## src/rtl/stage3_fetch_stage.sv

```systemverilog
// rtl/stage3_fetch_stage.sv - instruction fetch stage producing the fetch->execute pipeline register
//
// Purpose
//   Owns the PC and issues one instruction-memory request at a time. Each
//   completed fetch becomes an entry carrying pc, pc+4, the instruction word,
//   the branch prediction and fault/misalignment information. Entries enter
//   the fetch->execute register, or a one-entry hold buffer while execute
//   stalls. Redirects from the mem stage either retarget the PC directly or,
//   when a request is still outstanding, wait in DRAIN for that response and
//   discard it.
//
// Ports
//   CLK, nRST                  clock (rising edge), asynchronous active-low reset
//   imem_ren/imem_addr         fetch request and address (address = pc)
//   imem_rdata/imem_fault      response word and access fault, valid when imem_ren && !imem_busy
//   imem_busy                  request not yet complete
//   bp_pc/bp_taken/bp_target   branch predictor lookup (bp_pc = pc) and its answer
//   redirect_valid/redirect_pc mem-stage redirect
//   stall_f/flush_f            hazard unit hold / squash of the fetch->execute register
//   fetch_busy                 outstanding request in RUN, to the hazard unit
//   fe_*                       fetch->execute pipeline register

module stage3_fetch_stage #(
  parameter logic [31:0] RESET_PC = 32'h8000_0000
) (
  input  logic        CLK,
  input  logic        nRST,
  output logic        imem_ren,
  output logic [31:0] imem_addr,
  input  logic [31:0] imem_rdata,
  input  logic        imem_busy,
  input  logic        imem_fault,
  output logic [31:0] bp_pc,
  input  logic        bp_taken,
  input  logic [31:0] bp_target,
  input  logic        redirect_valid,
  input  logic [31:0] redirect_pc,
  input  logic        stall_f,
  input  logic        flush_f,
  output logic        fetch_busy,
  output logic        fe_valid,
  output logic        fe_prediction,
  output logic        fe_mal_insn,
  output logic        fe_fault_insn,
  output logic [31:0] fe_pc,
  output logic [31:0] fe_pc4,
  output logic [31:0] fe_instr,
  output logic [31:0] fe_badaddr
);

  typedef enum logic {
    RUN   = 1'b0,
    DRAIN = 1'b1
  } state_t;

  typedef struct packed {
    logic        valid;
    logic        prediction;
    logic        mal_insn;
    logic        fault_insn;
    logic [31:0] pc;
    logic [31:0] pc4;
    logic [31:0] instr;
    logic [31:0] badaddr;
  } fe_entry_t;

  state_t      state;
  logic [31:0] pc;
  logic [31:0] pend_pc;
  logic        hold_valid;
  fe_entry_t   hold_q;
  fe_entry_t   fe_q;

  logic        mal;
  logic        done;
  logic        form;
  logic        bad;
  logic [31:0] pc_plus4;
  logic [31:0] next_pc;
  fe_entry_t   entry;

  assign mal      = (pc[1:0] != 2'b00);
  // In DRAIN the request stays asserted so the outstanding access can finish.
  assign imem_ren = (state == RUN) ? (!hold_valid && !mal) : 1'b1;
  assign imem_addr = pc;
  assign bp_pc     = pc;
  assign done      = imem_ren && !imem_busy;
  // Misaligned PCs form an entry without touching memory.
  assign form      = (state == RUN) && !hold_valid && (mal || done);
  assign fetch_busy = (state == RUN) && imem_ren && imem_busy;

  assign pc_plus4 = pc + 32'd4;
  assign bad      = mal || imem_fault;
  // A misaligned entry never trusts the predictor.
  assign next_pc  = (!mal && bp_taken) ? bp_target : pc_plus4;

  always_comb begin
    entry            = '0;
    entry.valid      = 1'b1;
    entry.prediction = !mal && bp_taken;
    entry.mal_insn   = mal;
    entry.fault_insn = !mal && imem_fault;
    entry.pc         = pc;
    entry.pc4        = pc_plus4;
    entry.instr      = bad ? 32'h0 : imem_rdata;
    entry.badaddr    = bad ? pc : 32'h0;
  end

  always_ff @(posedge CLK or negedge nRST) begin
    if (!nRST) begin
      state      <= RUN;
      pc         <= RESET_PC;
      pend_pc    <= RESET_PC;
      hold_valid <= 1'b0;
      hold_q     <= '0;
      fe_q       <= '0;
    end else if (redirect_valid) begin
      fe_q.valid <= 1'b0;
      hold_valid <= 1'b0;
      // A request in flight cannot be aborted: park the target until it returns.
      // In DRAIN imem_ren is high, so a second redirect just replaces pend_pc.
      if (imem_ren && imem_busy) begin
        pend_pc <= redirect_pc;
        state   <= DRAIN;
      end else begin
        pc    <= redirect_pc;
        state <= RUN;
      end
    end else if (state == DRAIN) begin
      fe_q.valid <= 1'b0;
      if (!imem_busy) begin
        pc    <= pend_pc;
        state <= RUN;
      end
    end else begin
      if (form) begin
        pc <= next_pc;
      end
      if (flush_f && !stall_f) begin
        fe_q <= '0;
      end else if (stall_f) begin
        if (form) begin
          hold_q     <= entry;
          hold_valid <= 1'b1;
        end
      end else if (hold_valid) begin
        fe_q       <= hold_q;
        hold_valid <= 1'b0;
      end else if (form) begin
        fe_q <= entry;
      end else begin
        fe_q.valid <= 1'b0;
      end
    end
  end

  assign fe_valid      = fe_q.valid;
  assign fe_prediction = fe_q.prediction;
  assign fe_mal_insn   = fe_q.mal_insn;
  assign fe_fault_insn = fe_q.fault_insn;
  assign fe_pc         = fe_q.pc;
  assign fe_pc4        = fe_q.pc4;
  assign fe_instr      = fe_q.instr;
  assign fe_badaddr    = fe_q.badaddr;

endmodule

```

## config.mk

```make
export PLATFORM = sky130hd
export DESIGN_NAME = stage3_fetch_stage
export DESIGN_NICKNAME = d
export VERILOG_FILES = /design/src/rtl/stage3_fetch_stage.sv
export SDC_FILE = /design/constraint.sdc
export NUM_CORES = 1
export LEC_CHECK = 0
export BUFFER_PORTS_ARGS = -buffer_cell sky130_fd_sc_hd__buf_2
export CORE_MARGIN = 2
export CORE_UTILIZATION = 49
export DETAILED_ROUTE_END_ITERATION = 8
export MAX_ROUTING_LAYER = met4
export PLACE_DENSITY_LB_ADDON = 0.25
export SETUP_SLACK_MARGIN = 0.4
export SLEW_MARGIN = 20
export SYNTH_ARGS = -nofsm -noshare
export SYNTH_HDL_FRONTEND = slang
export SYNTH_SLANG_ARGS = --single-unit
```

## constraint.sdc

```tcl
create_clock -name CLK -period 2.4 [get_ports CLK]
set_clock_uncertainty 0.05 [all_clocks]
set_input_delay 0.36 -clock CLK [delete_from_list [all_inputs] [get_ports CLK]]
set_output_delay 0.36 -clock CLK [all_outputs]
set_load 0.01 [all_outputs]
```

==> metrics.csv <==
stage,metric,value,unit
outcome,status,"complete, no violations",
hold_path,min-delay src,bp_target[12],
route,overall routed net length,57300,um
route,average wire per standard cell,23.2,um
route,DRC Markers,0,
logic_synthesis,Synth Instances,1684,
logic_synthesis,ys flop type,dfrtp_1,
grt,global-route wire length before repair,76300,um
critical_path,reg2reg end,fe_instr[18],
route,first drt pass iteration count,5,
grt,vias in the first global route,13400,
timing,setup violators final,0,
grt,GRT overflow,0,
critical_path,Worst R2R Start,hold_valid,
clocking,CTS tree,done,
grt,largest net degree at the start of global routing,78,
critical_path,critical path type,reg -> reg,
logic_synthesis,Synth Register Bits,326,
timing,RSZ-0062 raised after global routing,yes,
placed_design,Placer Congestion,0.890,
route,Vias/cell,5.99,
critical_path,Crit-path slowest cell,or4b_4,
placed_design,placed instance area,0.0172,mm2
timing,minimum clock period after layout,2.31,ns
route,via count,14800,
critical_path,crit-path cells,"or4b_4, o21ai_4, buf_12, buf_12, buf_6, buf_12, buf_12, buf_16, nand2_1, o31ai_1",
route,DRT iter0 DRCs,1300,
layout,area of the multi-input gates,0.00753,mm2
critical_path,worst r2r path cells,10,
layout,Layout area overhead,43.0,%
floorplanning,Ports,302,
critical_path,Worst setup SP type,flip-flop,
clocking,Root Driver,clkbuf_16,
timing,Tightest Pin Transition,1.14,ns
floorplanning,# rows,65,
layout,Sequential Area,0.00817,mm2
critical_path,Crit. End Element,flip-flop,
hold_path,Hold Path Depth,2,
critical_path,CP max stage delay,0.57,ns
pwr,total power draw,26.3,mW
logic_synthesis,count of different cell masters after synthesis,63,
placed_design,HPWL after detailed placement,30100,um
pwr,worst vdd ir,0.662,mV
floorplanning,Starting Density,49.6,%
floorplanning,core area,0.0314,mm2
timing,setup TNS,0,ns
timing,final hold violation count,0,
placed_design,IO buf count,301,
job,Max-Cap Viols,0,
pwr,Leak,10.6,nW
logic_synthesis,"Avg Cell Area, Syn",9.24,um2
layout,fill count,2183,
timing,highest clock rate,0.433,GHz
clocking,Num CTS Buffers,37,
placed_design,dpl ws,0.128,ns
layout,Post-Layout Inst Area,0.0223,mm2
clocking,H-Tree Level Count,2,
hold_path,hold-critical path endpoint,bp_pc[12],
logic_synthesis,Mapped Area,0.0156,mm2
clocking,CTS sink cnt,326,
critical_path,Worst path most repeated cell,buf_12,
logic_synthesis,share of the yosys chip area belonging to registers,52.4,%
critical_path,"Arr. time, crit path",2.63,ns
floorplanning,die height,182,um
pwr,PD cells,1180,mW/mm2
timing,Slew Limit Fails,0,
logic_synthesis,"FFs w/ async S/R, synth",100,%
grt,Global Route Usage Sum,30.2,%
layout,layout cell share with drive strength beyond 1,40.4,%
grt,initial antenna violation count,1,
clocking,clock-pin slew on the worst setup and hold paths,0.06,ns
timing,setup ws final,0.0917,ns
clocking,"Clk Latency, worst-skew pair",0.52,ns
clocking,Bufs on Longest Clock Path,3,
floorplanning,Die Span X,182,um
critical_path,CP Max Fanout,6,
critical_path,Critical Path RT,2.72,ns
route,antenna-violating nets left,0,
hold_path,Hold Path Class,in -> reg,
layout,Final Util,70.9,%
critical_path,flop2flop setup slack,0.09,ns
layout,final net count,2148,
logic_synthesis,Post-synth EDFFs,0,
floorplanning,total die area,0.0332,mm2
timing,slew margin rel.,24.1,%
logic_synthesis,yosys warns,0,
timing,"Period Utilization, post-route",96.2,%
logic_synthesis,post-synth net total,1789,
[state kept, by name, summed over array words and instances (netlist names), 30 cells and up]
signal	flops
hold_q	130
bp_pc	32
fe_badaddr	32
fe_instr	32
fe_pc	32
pend_pc	32
fe_pc4	30
[power breakdown]
group          leakage (nW)  internal, mW  switching (mW)
logic                  5.81          4.96            6.62
registers              4.20          7.59            1.71
clock network         0.547          3.17            2.25
[metal layers]
| metal | vias up | track usage (%) | routed length [um] |
|---|---|---|---|
| met5 | - | - | 0 |
| met4 | 0 | 10.4 | 2250 |
| met3 | 153 | 4.93 | 4910 |
| met2 | 847 | 46.4 | 27300 |
| met1 | 7273 | 41.0 | 22800 |
| li1 | 6512 | - | - |
[how the worst max path moves through the flow]
stage	from	endpoint	slack [ns]
global placement	hold_valid	fe_badaddr[23]	0.18
CTS	hold_valid	fetch_busy	0.19
detailed placement	hold_valid	fe_pc[27]	0.13
global route	hold_valid	fe_pc4[14]	0.07
finish	hold_valid	fe_instr[18]	0.09
floorplan	bp_pc[0]	bp_pc[4]	0.48
[cell type report]
type	count	share of cell area, %
timing repair buffer	520	21.9
tap	402	2.26
antenna	1	0.0112
inverter	11	0.186
clock inverter	7	0.309
multi-input combinational	1147	33.8
clock buffer	54	4.77
sequential	326	36.7
[synth_stat cells (all sizes together), types with 15 or more instances]
cell / number / share of area [%]
nand2: 413 / 10
nand3: 21 / 0.68
clkbuf: 79 / 1.9
a22oi: 15 / 0.72
mux2: 32 / 2.3
o211ai: 17 / 0.82
a21oi: 91 / 2.9
xor2: 18 / 1.0
a22o: 15 / 0.84
o31ai: 104 / 5.0
dfrtp: 324 / 52
nor2: 108 / 2.6
o21ai: 137 / 4.5
mux2i: 39 / 2.5
buf: 133 / 5.3
[stage by stage]
stage / hold WS [ns] / cells
final: 0.0283 / 2468
after CTS: 0.0129 / 2395
after global routing: 0.0152 / 2468
after detailed placement: 0.342 / 2258
after floorplan: 0.0144 / 1684
after global placement: 0.329 / 2258
[worst max-delay path, delay by kind of cell (launching register included)]
| kind | cells | cell delay (ns) |
|---|---|---|
| and+or+nand+nor | 2 | 0.63 |
| buffers and inverters | 6 | 0.67 |
| DFF | 1 | 0.47 |
| AOI/OAI and AO/OA | 2 | 0.33 |
[cell families (layout without fill, tap and decap cells)]
logic type,Yosys count,after routing,synth area share [%]
adder cells (fa/ha/maj),1,1,0.0804
AND/OR/NAND/NOR,608,620,16.3
multiplexers,71,71,4.82
flip-flops,326,326,52.4
AO/OA/AOI/OAI,428,428,17.4
buffers and inverters,223,592,7.48
XOR/XNOR,27,27,1.52
other,0,1,0
[layout by cell type, fill, tap and decap left out, drive strengths merged, types with 3 or more instances in the layout]
master,Yosys,final
buf,133,487
nand2,413,422
dfrtp,324,324
o21ai,137,137
nor2,108,108
o31ai,104,104
a21oi,91,91
clkbuf,79,85
mux2i,39,39
mux2,32,32
nand3,21,21
xor2,18,18
o211ai,17,17
a22o,15,15
a22oi,15,15
nand4,13,13
nor3,13,13
inv,10,11
a221oi,11,11
o22ai,10,10
xnor2,9,9
nor2b,6,6
and3,6,6
or2,3,5
nor4,5,5
a211o,4,4
and4,4,4
a32oi,4,4
a211oi,4,4
and2,4,4
clkinv,1,4
o31a,3,3
nor3b,3,3
or3,3,3
[timing repair]
item / in CTS / in global routing
pin swaps: 33 / 62
resized for setup: 102 / 379
cloned: 26 / 48
hold endpoints to repair: 56 / 0
setup buffers: 49 / 24
setup endpoints to repair: 226 / 285
hold buffers: 1 / 0
Power figures use the tool's default switching activity.
